$ cat config.mk
export PLATFORM = sky130hd
export DESIGN_NAME = ro_sweep_sequencer
export DESIGN_NICKNAME = d
export VERILOG_FILES = /design/src/rtl/ro_sweep_sequencer.sv
export SDC_FILE = /design/constraint.sdc
export NUM_CORES = 1
export LEC_CHECK = 0
export BUFFER_PORTS_ARGS = -buffer_cell sky130_fd_sc_hd__buf_2
export CORE_MARGIN = 2
export CORE_UTILIZATION = 60
export CTS_BUF_LIST = sky130_fd_sc_hd__clkbuf_4
export DETAILED_ROUTE_END_ITERATION = 6
export GPL_ROUTABILITY_DRIVEN = 0
export HOLD_SLACK_MARGIN = 0.15
export PLACE_DENSITY = 0.86
export SETUP_SLACK_MARGIN = 0.5
export SYNTH_ARGS = -nofsm -noshare
export SYNTH_HDL_FRONTEND = slang
export SYNTH_SLANG_ARGS = --single-unit
$ cat constraint.sdc
create_clock -name data_clk -period 3.3 [get_ports data_clk]
set_clock_uncertainty 0.05 [all_clocks]
set_input_delay 0.165 -clock data_clk [delete_from_list [all_inputs] [get_ports data_clk]]
set_output_delay 0.165 -clock data_clk [all_outputs]
set_load 0.02 [all_outputs]
$ cat src/rtl/ro_sweep_sequencer.sv
// Ring-oscillator sweep scheduler: clear, gate, settle, latch and transmit once per oscillator group.
// Optional `RO_TX_TIMEOUT_EN adds a sticky tx_timeout output and a bounded wait in SEND.
module ro_sweep_sequencer #(
    parameter int NUM_GROUPS    = 4,
    parameter int CLR_CYCLES    = 2,
    parameter int SETTLE_CYCLES = 4,
    parameter int TX_TIMEOUT    = 1024
) (
    input  logic        data_clk,
    input  logic        reset_n,
    input  logic        start,
    input  logic        continuous,
    input  logic        abort,
    input  logic [15:0] gate_len,
    input  logic        tx_done,
    output logic        count_clr,
    output logic        count_en,
    output logic        count_latch,
    output logic [1:0]  sel,
    output logic        tx_start,
`ifdef RO_TX_TIMEOUT_EN
    output logic        tx_timeout,
`endif
    output logic        busy,
    output logic        sweep_done,
    output logic [7:0]  sweep_count
);

    // One state-cycle counter serves every timed state, so it must hold both a gate length and the timeout.
    localparam int CW = ($clog2(TX_TIMEOUT + 1) > 16) ? $clog2(TX_TIMEOUT + 1) : 16;
    localparam logic [CW-1:0] CLR_LAST    = CW'(CLR_CYCLES - 1);
    localparam logic [CW-1:0] SETTLE_LAST = CW'(SETTLE_CYCLES - 1);
    localparam logic [1:0]    SEL_LAST    = 2'(NUM_GROUPS - 1);

    typedef enum logic [2:0] {
        IDLE, CLEAR, GATE, SETTLE, LATCH, SEND, NEXT
    } state_t;

    state_t          state_q, state_d;
    logic [CW-1:0]   cnt_q, cnt_d;
    logic [15:0]     gate_len_q, gate_len_d;
    logic [1:0]      sel_q, sel_d;
    logic [7:0]      sweep_count_q, sweep_count_d;
    logic            sweep_done_q, sweep_done_d;
    logic            clr_q, clr_d, en_q, en_d, latch_q, latch_d;
    logic            tx_start_q, tx_start_d, busy_q, busy_d;
    logic [CW-1:0]   gate_last;
`ifdef RO_TX_TIMEOUT_EN
    localparam logic [CW-1:0] TO_LAST = CW'(TX_TIMEOUT - 1);
    logic            timeout_q, timeout_d;
`endif

    assign gate_last = (gate_len_q == 16'd0) ? '0 : CW'(gate_len_q - 16'd1);

    always_comb begin
        state_d       = state_q;
        sel_d         = sel_q;
        gate_len_d    = gate_len_q;
        sweep_count_d = sweep_count_q;
        sweep_done_d  = 1'b0;
`ifdef RO_TX_TIMEOUT_EN
        timeout_d     = timeout_q;
`endif
        if (abort) begin
            state_d = IDLE;
            sel_d   = 2'd0;
        end else begin
            case (state_q)
                IDLE: if (start) begin
                    state_d    = CLEAR;
                    gate_len_d = gate_len;
`ifdef RO_TX_TIMEOUT_EN
                    timeout_d  = 1'b0;
`endif
                end
                CLEAR:  if (cnt_q == CLR_LAST)    state_d = GATE;
                GATE:   if (cnt_q == gate_last)   state_d = SETTLE;
                SETTLE: if (cnt_q == SETTLE_LAST) state_d = LATCH;
                LATCH:  state_d = SEND;
                // The first SEND cycle carries tx_start, so a tx_done there cannot belong to this frame.
                SEND: if (tx_done && cnt_q != '0) begin
                    state_d = NEXT;
                    if (sel_q == SEL_LAST) begin
                        sweep_done_d  = 1'b1;
                        sweep_count_d = sweep_count_q + 8'd1;
                    end
                end
`ifdef RO_TX_TIMEOUT_EN
                else if (cnt_q == TO_LAST) begin
                    state_d   = IDLE;
                    sel_d     = 2'd0;
                    timeout_d = 1'b1;
                end
`endif
                NEXT: if (sel_q != SEL_LAST) begin
                    sel_d   = sel_q + 2'd1;
                    state_d = CLEAR;
                end else begin
                    sel_d   = 2'd0;
                    state_d = continuous ? CLEAR : IDLE;
                end
                default: state_d = IDLE;
            endcase
        end

        cnt_d      = (state_d != state_q || state_d == IDLE) ? '0 : cnt_q + 1'b1;
        clr_d      = (state_d == CLEAR);
        en_d       = (state_d == GATE);
        latch_d    = (state_d == LATCH);
        tx_start_d = (state_d == SEND) && (state_q != SEND);
        busy_d     = (state_d != IDLE);
    end

    always_ff @(posedge data_clk or negedge reset_n) begin
        if (!reset_n) begin
            state_q       <= IDLE;
            cnt_q         <= '0;
            gate_len_q    <= 16'd0;
            sel_q         <= 2'd0;
            sweep_count_q <= 8'd0;
            sweep_done_q  <= 1'b0;
            clr_q         <= 1'b0;
            en_q          <= 1'b0;
            latch_q       <= 1'b0;
            tx_start_q    <= 1'b0;
            busy_q        <= 1'b0;
`ifdef RO_TX_TIMEOUT_EN
            timeout_q     <= 1'b0;
`endif
        end else begin
            state_q       <= state_d;
            cnt_q         <= cnt_d;
            gate_len_q    <= gate_len_d;
            sel_q         <= sel_d;
            sweep_count_q <= sweep_count_d;
            sweep_done_q  <= sweep_done_d;
            clr_q         <= clr_d;
            en_q          <= en_d;
            latch_q       <= latch_d;
            tx_start_q    <= tx_start_d;
            busy_q        <= busy_d;
`ifdef RO_TX_TIMEOUT_EN
            timeout_q     <= timeout_d;
`endif
        end
    end

    assign count_clr   = clr_q;
    assign count_en    = en_q;
    assign count_latch = latch_q;
    assign sel         = sel_q;
    assign tx_start    = tx_start_q;
    assign busy        = busy_q;
    assign sweep_done  = sweep_done_q;
    assign sweep_count = sweep_count_q;
`ifdef RO_TX_TIMEOUT_EN
    assign tx_timeout  = timeout_q;
`endif

endmodule
Yosys cells after proc, flatten, opt, wreduce, memory -nomap -nowiden
Index checks and enable logic that the tools add are counted.

cells by class
  add/subtract/negate cells = 4
  eq/ne operators = 17
  muxes and demuxes = 18
  bitwise gates (word level) = 1
  reduce and logical (&&, ||, !) cells = 11

operators with widths
  cell                                                count
  2-to-1 mux 16 bit                                   2
  case mux 3 bit (7 select lines)                     1
  2-to-1 mux 3 bit                                    6
  adder 16 x 1 -> 16 bit, second input constant       1
  == test 16 x 1 -> 1 bit, second input constant      1
  == test 16 bit                                      1
  == test 16 x 2 -> 1 bit, second input constant      1
  logical NOT 16 bit                                  1
  nonzero test 16 bit                                 1
  subtractor 16 x 1 -> 16 bit, second input constant  1
  == test 3 bit, second input constant                5
  == test 3 x 2 -> 1 bit, second input constant       3
  adder 8 x 1 -> 8 bit, second input constant         1
  == test 3 x 1 -> 1 bit, second input constant       2
  logical NOT 3 bit                                   2
  2-to-1 mux 1 bit                                    6
  2-to-1 mux 2 bit                                    3
  AND reduction 4 bit                                 1
  inequality test 3 bit                               1
  inequality test 3 bit, second input constant        1
  AND reduction 3 bit                                 1
  nonzero test 3 bit                                  1
  adder 2 x 1 -> 2 bit, second input constant         1
  == test 2 bit, second input constant                1
  other kinds (5)                                     6

storage, ports and cells
  register bits after elaboration = 51
  bits of input ports = 22
  output and inout bits = 16
  word-level logic and storage cells = 62

Longest topological paths before layout
Gate-level depths: netlist of run 1.

  depth in word-level cells = 9
  depth in mapped cells = 11
  mapped depth without buffers = 10

Least setup slack after synthesis of run 1
Ideal clock, no wire load.

  kind = register to register
  start point = register gate_len_q[0]
  end point = register cnt_q[10]
  library setup time = 137 ps
  arrival time = 2,695 ps
  required time = 3,113 ps
  path slack = 418 ps
  cell stages (with the launch flop) = 12
  path buffers = 1
  period minus slack after synthesis = 2,882 ps
  cells stage by stage = dfrtp_1 inv_1 ha_1 nor2b_1 nand3_1 mux2_1 o311ai_1 nor4b_2 nand4_2 o31ai_4 buf_4 a21oi_1

on the way
  longest elaborated chain between the ends = 9
  elaborated cells between the ends (all ways) = 11
  classes of those cells = 1 x add/sub; 2 x eq/ne; 5 x mux; 3 x reduce/logical

ends and longest elaborated chain
  what                                                                      line  text
  start: declaration                                                        41    logic [15:0] gate_len_q, gate_len_d;
  start signal: assignment                                                  133   gate_len_q <= gate_len_d;
  subtractor 16 x 1 -> 16 bit / logical NOT 16 bit (equally long branches)  53    assign gate_last = (gate_len_q == 16'd0) ? '0 : CW'(gate_len_q - 16'd1);
  2-to-1 mux 16 bit (*)                                                     53
  == test 16 bit (*)                                                        77    GATE: if (cnt_q == gate_last) state_d = SETTLE;
  2-to-1 mux 3 bit (*)                                                      77
  case mux 3 bit (7 select lines) (*)                                       68    case (state_q)
  2-to-1 mux 3 bit (*)                                                      64    if (abort) begin
  inequality test 3 bit / logical NOT 3 bit (equally long branches)         106   cnt_d = (state_d != state_q || state_d == IDLE) ? '0 : cnt_q + 1'b1;
  logical OR 1 bit (*)                                                      106
  2-to-1 mux 16 bit (*)                                                     106
  via cnt_d[10]                                                             40    logic [CW-1:0] cnt_q, cnt_d;
  end signal: assignment                                                    132   cnt_q <= cnt_d;
  end: declaration                                                          40

Mark *: on every way through the listed nets, which the timed path passes. The rest lies on a longest branch.
A chain may end at the register's enable or synchronous reset.

Final worst setup path of run 1
  start point = register gate_len_q[2]
  end point = register cnt_q[0]

Same word-level chain as after synthesis.

==> key figures, run 1 <==
Status
  • Status: complete, but fails checks
  • Failing checks: DRC

Detailed routing
  • Post-Route WL: 12600 microns
  • DRC: 47
  • WL/cell: approximately 24 microns
  • Post-route ant nets: 0
  • Routed vias: 3770
  • DRT iter0 DRCs: 507
  • Drt pass-1 iters: 7
  • Vias/cell: between 7 and 8

STA
  • Final period util: 0.955
  • Final TNS setup: 0 ps
  • Slew Limit Fails: 0
  • Final worst setup slack: 148 ps
  • Least-Margin Pin Slew: 906 ps
  • Fmax achieved: 317 MHz
  • Final hold viol count: 0
  • Final Setup Violations: 0
  • Min cycle time layout: roughly 3200 ps
  • RSZ-0062 raised after global routing: true
  • Slew margin rel.: 0.394

Layout
  • ANT cells: 0
  • Layout Nets: ~490
  • Final non-filler cell total: 530
  • Reg area: 1290 sq um
  • Multi-input gate area: approximately 2400 sq um
  • Util after Layout: 0.805
  • Layout area overhead: 27.5%
  • Layout cells sized above 1: 0.354
  • Fillcell total: 286

Synth
  • Syn Inst Count: 380
  • Post-synth top flop: dfrtp_1
  • Top-count cell post-synth: dfrtp_1
  • Top cells by area in the synthesized netlist: dfrtp_1, xnor2_1, mux2_2
  • Post-synth EDFFs: 0
  • Distinct cells, synth: 68
  • Area share of the largest cell type after synthesis: 0.360
  • Avg Cell Area, Syn: 9.32 sq um
  • Async SR Flop Fraction: 1.00
  • Yosys top cell by area: dfrtp_1
  • Yosys reg bits: 51
  • Mapped Nets: 408
  • Synth Cell Area: 3540 sq um
  • Post-synth top cells: dfrtp_1, nand2_1, nor2_1, xnor2_1, nand3_1
  • Register area share after synthesis: 0.360
  • YS warnings: 0

Floorplan
  • I/O pin count: 38
  • Die Wd: 80.8 microns
  • Die area: between 6000 and 7000 sq um
  • Die H: slightly above 80 microns
  • Initial Util: 0.631
  • Site row count: 27
  • Core area: 5610 sq um

Flow run
  • Max capacitance violation total: 0

Clock tree
  • Cts bufs inserted: 5
  • # clock sinks: 51
  • CTS root buf: clkbuf_4
  • Later-pin clock latency in the skew report: 420 ps
  • CTS H-tree lvls: 2
  • Clock tree buffer depth: 2
  • Clock transition at path regs: 180 ps
  • CTS tree: built

GRT
  • First-pass GRT wire length: about 16000 microns
  • Met2 Usage GRT: 0.526
  • Grt met3 use: 0.0678
  • Vias in the first global route: between 3000 and 4000
  • Grt ovf: 0
  • Largest net degree at the start of global routing: 33
  • Met1 usage in global routing: 0.368
  • Global Route Usage Sum: 0.309
  • Initial antenna violation count: 0
  • Grt peak-use layer: met2

Setup path
  • Crit path arrival time: 3360 ps
  • Critical Path RT: 3510 ps
  • Worst Setup Start Kind: flop
  • Crit path max fanout: 8
  • Critical path capture point type: flop
  • CP Class: reg2reg

Placement
  • I/O Buffers: 37
  • Placed Cells incl. Taps: 473
  • HPWL after DPL: 5950 microns
  • Dpl ws: 252 ps

Worst hold path
  • Worst min path class: in2async

Pwr
  • Max IR drop VDD: 0.397 mV
  • Total Power: 1810 uW
  • Power per cell area: 401 nW/um^2
  • Lkg Pwr: 0.00195 uW
stage by stage:
| stage | hold slack, ps | instance area, sq um |
|---|---|---|
| floorplan | -181 | 3540 |
| global placement | 96.1 | 3710 |
| detailed placement | 109 | 3710 |
| CTS | 161 | 4220 |
| global route | 196 | 4510 |
| finish | 171 | 4510 |
worst max-delay path, cell delays in order (launching register included):
cell	delay (ps)
dfrtp_2	480
buf_6	130
nor3_4	450
a31oi_2	190
nor4b_2	360
nand3_1	230
nor4b_4	310
nand4_2	180
o31ai_4	290
buf_6	200
a21oi_1	110
path summary, 6_finish.rpt:
kind / startpoint / to / slack (ps) / depth (start not counted)
max: gate_len_q[2]$_DFFE_PN0P_ / cnt_q[0]$_DFF_PN0_ / 150 / 10
min: reset_n / gate_len_q[6]$_DFFE_PN0P_ / 170 / 2
max reg2reg: gate_len_q[2]$_DFFE_PN0P_ / cnt_q[0]$_DFF_PN0_ / 150 / 10
min reg2reg: sweep_count[7]$_DFFE_PN0P_ / sweep_count[7]$_DFFE_PN0P_ / 480 / 1
max in group asynchronous: reset_n / cnt_q[6]$_DFF_PN0_ / 2170 / 3
min in group data_clk: tx_done / sweep_done$_DFF_PN0_ / 200 / 4
cell families after synthesis:
group           Yosys count  synth area share
compound gates           67             0.134
simple gates            164             0.259
xor+xnor                 40             0.107
mux                      21            0.0661
fa+ha+maj                 6            0.0212
buf+inv                  31            0.0526
flops                    51             0.360
what timing repair did:
action / in CTS / in global routing
gates resized for setup: 30 / 41
setup buffers: 13 / 16
hold buffers: 18 / 0
gates cloned: 1 / 1
endpoints found under the setup margin: 22 / 23
pin swaps: 4 / 21
hold endpoints to repair: 40 / 0
area by class of cell:
class | instances | share of cell area
clock buffer | 5 | 0.00832
clock inverter | 3 | 0.00582
inverter | 9 | 0.00749
multi-input combinational | 298 | 0.525
sequential | 51 | 0.285
tap | 72 | 0.0200
timing repair buffer | 92 | 0.149
where the power goes:
part	total, uW	internal, uW	switching [uW]
clock network	335	90.6	244
registers	775	676	99.2
logic	698	324	374
total	1810	1090	717
metal layers:
layer | share of wire | vias to the layer above
met3 | 0.11 | 145
met4 | 0.089 | 0
met1 | 0.34 | 1727
met2 | 0.46 | 366
met5 | 0 | -
li1 | - | 1532
cell usage in the layout, fill, tap and decap left out, types with 5 or more instances in the layout:
| cell | synthesis | layout |
|---|---|---|
| dfrtp_1 | 51 | 42 |
| nand4_1 | 9 | 9 |
| nand3_1 | 21 | 19 |
| nor2_1 | 27 | 26 |
| buf_2 | 1 | 37 |
| nor4_1 | 9 | 6 |
| xor2_1 | 11 | 10 |
| a211oi_2 | 0 | 5 |
| inv_1 | 9 | 9 |
| buf_4 | 5 | 31 |
| nor2b_1 | 6 | 5 |
| nor3_1 | 10 | 8 |
| nand2_1 | 39 | 38 |
| clkbuf_4 | 0 | 6 |
| dfrtp_2 | 0 | 9 |
| xnor2_1 | 27 | 26 |
| a21oi_1 | 19 | 15 |
| ha_1 | 6 | 5 |
| mux2_2 | 18 | 19 |
| and3_1 | 7 | 7 |
| o21ai_0 | 9 | 7 |
| dlygate4sd3_1 | 0 | 18 |
state kept, by name, indices dropped and copies added (netlist names):
signal and count:
cnt_q 16, gate_len_q 16, sweep_done 1, busy 1, tx_start 1, count_latch 1
count_en 1, sel 2, count_clr 1, sweep_count 8, state_q 3
(Power assumes the default switching activity.)
==> run 2, diff against run 1 <==
==> constraint.sdc (replaced) <==
create_clock -name data_clk -period 3.25 [get_ports data_clk]
set_clock_uncertainty 0.05 [all_clocks]
set_input_delay 0.1625 -clock data_clk [delete_from_list [all_inputs] [get_ports data_clk]]
set_output_delay 0.1625 -clock data_clk [all_outputs]
set_load 0.02 [all_outputs]
==> run 2 against run 1 <==
  * The flow still finishes with violations (DRC)
  * Setup slack got worse by 74 ps
  * Utilization fell by 1.4 points
  * Combinational power fell by 2%
  * Maximum frequency is 0.76% lower
  * Sequential cell count is the same
  * Power fell by 0.49%
  * Sequential share of layout area is 0.56 points higher
  * Global-route usage grew 1.2 points
  * Die area unchanged
  * Clock power fell by 3%
  * Count of clock-buffer cells in the layout is the same
  * Critical endpoint unchanged
  * Largest cell class unchanged
  * Largest power group unchanged
==> key figures, run 2 (same netlist as run 1, synthesis figures left out) <==
Floorplan
  • Die area: between 6000 and 7000 sq um
  • Initial Util: 0.631
  • Core area: 5610 sq um
  • Site row count: 27
  • Die H: around 81 microns
  • I/O pin count: 38
  • Die Wd: roughly 81 microns

Clock tree
  • Clock tree buffer depth: 2
  • Later-pin clock latency in the skew report: 390 ps
  • CTS tree: built
  • Clock transition at path regs: ~170 ps
  • CTS root buf: clkbuf_4
  • # clock sinks: 51
  • Cts bufs inserted: 5
  • CTS H-tree lvls: 2

Detailed routing
  • WL/cell: 22.6 microns
  • Post-route ant nets: 0
  • Routed vias: 3653
  • Post-Route WL: approximately 12000 microns
  • Drt pass-1 iters: 7
  • DRT iter0 DRCs: 624
  • DRC: 23
  • Vias/cell: ~7

Status
  • Failing checks: DRC
  • Status: complete, but fails checks

Worst hold path
  • Hold path depth: 5
  • Worst min path class: in2reg
  • Hold Startpoint: tx_done
  • Hold Path End: state_q[1]$_DFF_PN0_

GRT
  • Initial antenna violation count: 0
  • Largest net degree at the start of global routing: 52
  • First-pass GRT wire length: 16100 microns
  • Global Route Usage Sum: 0.321
  • Vias in the first global route: 3270
  • Grt ovf: 0

Pwr
  • Clk pwr share: 0.180
  • Switching share of power: 0.397
  • Lkg Pwr: 0.00189 uW
  • Pint: 1090 uW
  • Reg power frac: 0.439
  • Power per cell area: 406 nW/um^2
  • Net Sw Power: 714 uW
  • Max IR drop VDD: 0.260 mV
  • Comb pwr share: 0.380

Setup path
  • CP max stage delay: 480 ps
  • R2r setup slk: 70 ps
  • Crit-path slowest cell: dfrtp_2
  • Crit path cell chain: nor4_4, clkdlybuf4s15_2, nand4_1, xnor2_1, nor4b_2, a211o_1, nand4_4, o31ai_4, buf_6, a21oi_1
  • Crit path max fanout: 8
  • R2R depth: 10
  • R2R Path Start: gate_len_q[3]$_DFFE_PN0P_
  • Largest delay share family, worst path: simple AND/OR/NAND/NOR gates
  • Worst flop-to-flop path endpoint: cnt_q[0]$_DFF_PN0_
  • CP Class: reg2reg
  • Critical path capture point type: flop
  • Worst Setup Start Kind: flop
  • Crit path arrival time: 3380 ps
  • Worst path bufs/invs: 2
  • Critical Path RT: 3460 ps

Layout
  • Layout Nets: 479
  • Layout area overhead: 25.3%
  • Layout cells sized above 1: 0.350
  • Fillcell total: 300
  • Commonest non-fill, non-tap cell in the layout: dfrtp_1
  • Final non-filler cell total: 524
  • Util after Layout: 0.791
  • ANT cells: 0
  • Commonest cells after routing, fill and taps aside: dfrtp_1, nand2_1, buf_2

STA
  • Final hold viol count: 0
  • Least-Margin Pin Slew: 1150 ps
  • Fmax achieved: 315 MHz
  • Final period util: 0.977
  • Final Setup Violations: 0
  • Min cycle time layout: 3180 ps
  • RSZ-0062 raised after global routing: true
  • Slew margin rel.: 0.231
  • Slew Limit Fails: 0

Placement
  • I/O Buffers: 37
  • HPWL after DPL: 6070 microns
  • Placed Cells incl. Taps: 472

Flow run
  • Max capacitance violation total: 0
[run 2: power groups by stage]
| stage | sequential [uW] | combinational, uW | clock, uW |
|---|---|---|---|
| 2_1_floorplan | 744 | 373 | 0 |
| 3_3_place_gp | 780 | 404 | 0 |
| 3_5_place_dp | 786 | 422 | 0 |
| 4_1_cts | 767 | 540 | 335 |
| 5_1_grt | 797 | 711 | 355 |
| 6_report | 790 | 684 | 325 |
[run 2: timing repair]
| action | CTS | global route |
|---|---|---|
| endpoints found under the setup margin | 21 | 22 |
| endpoints found under the hold margin | 71 | 0 |
| resized for setup | 33 | 34 |
| cloned | 0 | 2 |
| hold buffers | 18 | 0 |
| setup buffers | 12 | 12 |
| pin swaps | 8 | 10 |
[run 2: layout make-up]
type                       count  area, sq um  area share
sequential                    51         1290       0.291
timing repair buffer          86          609       0.137
multi-input combinational    298         2350       0.529
clock inverter                 3         28.8     0.00649
tap                           72         90.1      0.0203
inverter                       9         33.8     0.00762
clock buffer                   5         37.5     0.00846
[run 2: worst max path at each step]
stage,start,to,slack (ps),depth (start not counted)
floorplan,gate_len_q[0]$_DFFE_PN0P_,cnt_q[10]$_DFF_PN0_,500,11
global placement,gate_len_q[11]$_DFFE_PN0P_,tx_start$_DFF_PN0_,370,8
detailed placement,gate_len_q[0]$_DFFE_PN0P_,count_clr$_DFF_PN0_,200,10
CTS,gate_len_q[0]$_DFFE_PN0P_,count_clr$_DFF_PN0_,470,9
global route,gate_len_q[8]$_DFFE_PN0P_,cnt_q[0]$_DFF_PN0_,-10,10
finish,gate_len_q[3]$_DFFE_PN0P_,cnt_q[0]$_DFF_PN0_,70,10
[run 2: routing by layer]
| layer | track usage | share of wire | vias to the layer above |
|---|---|---|---|
| li1 | - | - | 1515 |
| met1 | 0.401 | 0.35 | 1709 |
| met2 | 0.529 | 0.46 | 310 |
| met3 | 0.0489 | 0.11 | 119 |
| met4 | 0.185 | 0.080 | 0 |
| met5 | 0 | 0 | - |
[run 2: through the flow]
step	hold WS, ps	setup TNS (ps)	total power [uW]	area (sq um)	setup slack, ps
2_1_floorplan	-183	0	1120	3550	502
3_3_place_gp	344	0	1180	3710	368
3_5_place_dp	348	0	1210	3710	198
4_1_cts	223	0	1640	4200	469
5_1_grt	269	-14.7	1860	4440	-12.4
6_report	260	0	1800	4440	74.1
[run 2: worst register-to-register path, delay by kind of cell (launching register included)]
| family | cells | cell delay [ps] |
|---|---|---|
| flip-flops | 1 | 480 |
| AO/OA/AOI/OAI | 3 | 650 |
| buffers and inverters | 2 | 560 |
| AND/OR/NAND/NOR | 4 | 1000 |
| XOR/XNOR | 1 | 310 |
==> run 3, diff against run 2 <==
--- a/config.mk
+++ b/config.mk
@@ -6,13 +6,15 @@
 export NUM_CORES = 1
 export LEC_CHECK = 0
 export BUFFER_PORTS_ARGS = -buffer_cell sky130_fd_sc_hd__buf_2
-export CORE_MARGIN = 2
+export CAP_MARGIN = 25
+export CORE_MARGIN = 8
 export CORE_UTILIZATION = 60
 export CTS_BUF_LIST = sky130_fd_sc_hd__clkbuf_4
 export DETAILED_ROUTE_END_ITERATION = 6
 export GPL_ROUTABILITY_DRIVEN = 0
 export HOLD_SLACK_MARGIN = 0.15
 export PLACE_DENSITY = 0.86
+export RECOVER_POWER = 50
 export SETUP_SLACK_MARGIN = 0.5
 export SYNTH_ARGS = -nofsm -noshare
 export SYNTH_HDL_FRONTEND = slang
==> run 3 against run 2 <==
  * The flow now finishes without violations
  * First-iteration DRC count fell by 38%
  * Maximum frequency rose by 7.5%
  * Die area rose by 32%
  * Clock power fell by 12%
  * Combinational power fell by 7.5%
  * Sequential cell count did not move
  * Cell count fell by 0.57%
  * Sequential share of layout area rose by 0.18 points
  * Worst hold slack got worse by 62 ps
  * Via count fell by 6.9%
==> key figures, run 3 (same netlist as run 1, synthesis figures left out) <==
Status
  • Status: finished clean

Setup path
  • CP max stage delay: about 630 ps
  • Crit path max fanout: 9
  • Worst Setup Start Kind: flop
  • Critical path capture point type: flop
  • R2R Path Start: gate_len_q[3]$_DFFE_PN0P_
  • Largest delay share family, worst path: simple AND/OR/NAND/NOR gates
  • Worst path bufs/invs: 0
  • Crit path arrival time: ~3200 ps
  • Crit-path slowest cell: or4_4
  • Worst Setup SP: gate_len_q[3]$_DFFE_PN0P_
  • Crit path cell chain: or4_4, nor3_4, nand2_4, o21ai_0, a211o_1, nand4_2, or3_4, a211oi_2
  • Critical Path RT: 3490 ps
  • CP Class: reg2reg

Layout
  • Layout area overhead: 24.0%
  • Commonest cells after routing, fill and taps aside: dfrtp_1, nand2_1, buf_2
  • Layout cells sized above 1: 0.300
  • Final non-filler cell total: 521
  • Commonest non-fill, non-tap cell in the layout: dfrtp_1
  • Fillcell total: 371
  • Layout Nets: 473
  • ANT cells: 0

STA
  • Final hold viol count: 0
  • Final Setup Violations: 0
  • RSZ-0062 raised after global routing: true
  • Hold Slack: 198 ps
  • Slew margin rel.: 0.365
  • Final TNS setup: 0 ps
  • Fmax achieved: 338 MHz
  • Min cycle time layout: 2960 ps
  • Least-Margin Pin Slew: 953 ps
  • Slew Limit Fails: 0
  • Final period util: 0.909

Floorplan
  • Core area: a little under 6000 sq um
  • Die area: 8620 sq um
  • Initial Util: 0.609
  • I/O pin count: 38
  • Site row count: 28
  • Die H: 92.8 microns
  • Die Wd: 92.8 microns

Placement
  • HPWL after DPL: a little over 6000 microns
  • I/O Buffers: 37
  • Placed Cells incl. Taps: 475

Clock tree
  • # clock sinks: 51
  • CTS H-tree lvls: 2
  • CTS root buf: clkbuf_4
  • CTS tree: built
  • Later-pin clock latency in the skew report: around 370 ps
  • Clock transition at path regs: 150 ps
  • Clock tree buffer depth: 2
  • Cts bufs inserted: 5

GRT
  • Initial antenna violation count: 0
  • Grt ovf: 0
  • Largest net degree at the start of global routing: 38
  • First-pass GRT wire length: 15400 microns
  • Global Route Usage Sum: 0.218
  • Vias in the first global route: 3157

Detailed routing
  • Post-route ant nets: 0
  • DRT iter0 DRCs: 388
  • Vias/cell: 6.53
  • Routed vias: between 3000 and 4000
  • Drt pass-1 iters: 5
  • DRC: 0
  • Post-Route WL: 10500 microns
  • WL/cell: 20.1 microns

Worst hold path
  • Worst min path class: in2reg
  • Hold Startpoint: tx_done

Flow run
  • Max capacitance violation total: 0

Pwr
  • Max IR drop VDD: around 0.28 mV
  • Lkg Pwr: 0.00185 uW
  • Power per cell area: 390 nW/um^2
==> run 3: report_power, final <==
group	leakage, uW	switching, uW	internal, uW
registers	0.000665	107	685
clock network	0.0000263	206	79.9
logic	0.00116	333	301
total	0.00185	645	1070
==> run 3: worst paths after layout <==
kind / to / slack [ps] / cells past startpoint
worst max-delay path: count_clr$_DFF_PN0_ / 290 / 8
worst min-delay path: sweep_done$_DFF_PN0_ / 200 / 4
worst max register to register: count_clr$_DFF_PN0_ / 290 / 8
worst min register to register: sweep_count[7]$_DFFE_PN0P_ / 430 / 1
max in group asynchronous: cnt_q[2]$_DFF_PN0_ / 2050 / 3
min in group asynchronous: gate_len_q[3]$_DFFE_PN0P_ / 380 / 2
==> run 3: layout make-up <==
type | instances | area, sq um | share of cell area
Sequential cell | 51 | 1280 | 0.293
Clock buffer | 5 | 37.5 | 0.00855
Clock inverter | 3 | 15.0 | 0.00342
Inverter | 9 | 33.8 | 0.00769
Multi-Input combinational cell | 298 | 2360 | 0.537
Tap cell | 75 | 93.8 | 0.0214
Timing Repair Buffer | 80 | 569 | 0.130
==> run 3: repair_timing <==
item	4_1_cts	5_1_grt
endpoints found under the hold margin	72	0
hold buffers	18	0
endpoints found under the setup margin	21	23
pin swaps	6	8
gates cloned	0	1
resized for setup	28	32
setup buffers	9	10
==> run 3: stage by stage <==
step	util	instance area, sq um	power, uW	worst slack (ps)
detailed placement	0.640	3720	1210	227
global placement	0.637	3700	1180	359
global route	0.755	4390	1780	229
floorplan	-	3550	1120	502
CTS	0.714	4150	1580	456
finish	0.755	4390	1710	295
==> run 3: per-layer routing <==
layer / up-vias / global-route usage / share of wire
met5: - / 0 / 0
met4: 0 / 0.0819 / 0.045
met3: 61 / 0.0453 / 0.085
met2: 239 / 0.366 / 0.48
met1: 1595 / 0.269 / 0.39
li1: 1506 / - / -
==> run 3: worst reg2reg max path, stage by stage (launching register included) <==
cell and delay, ps:
dfrtp_2 480, or4_4 630, nor3_4 360, nand2_4 170
o21ai_0 140, a211o_1 240, nand4_2 160, or3_4 390
a211oi_2 250
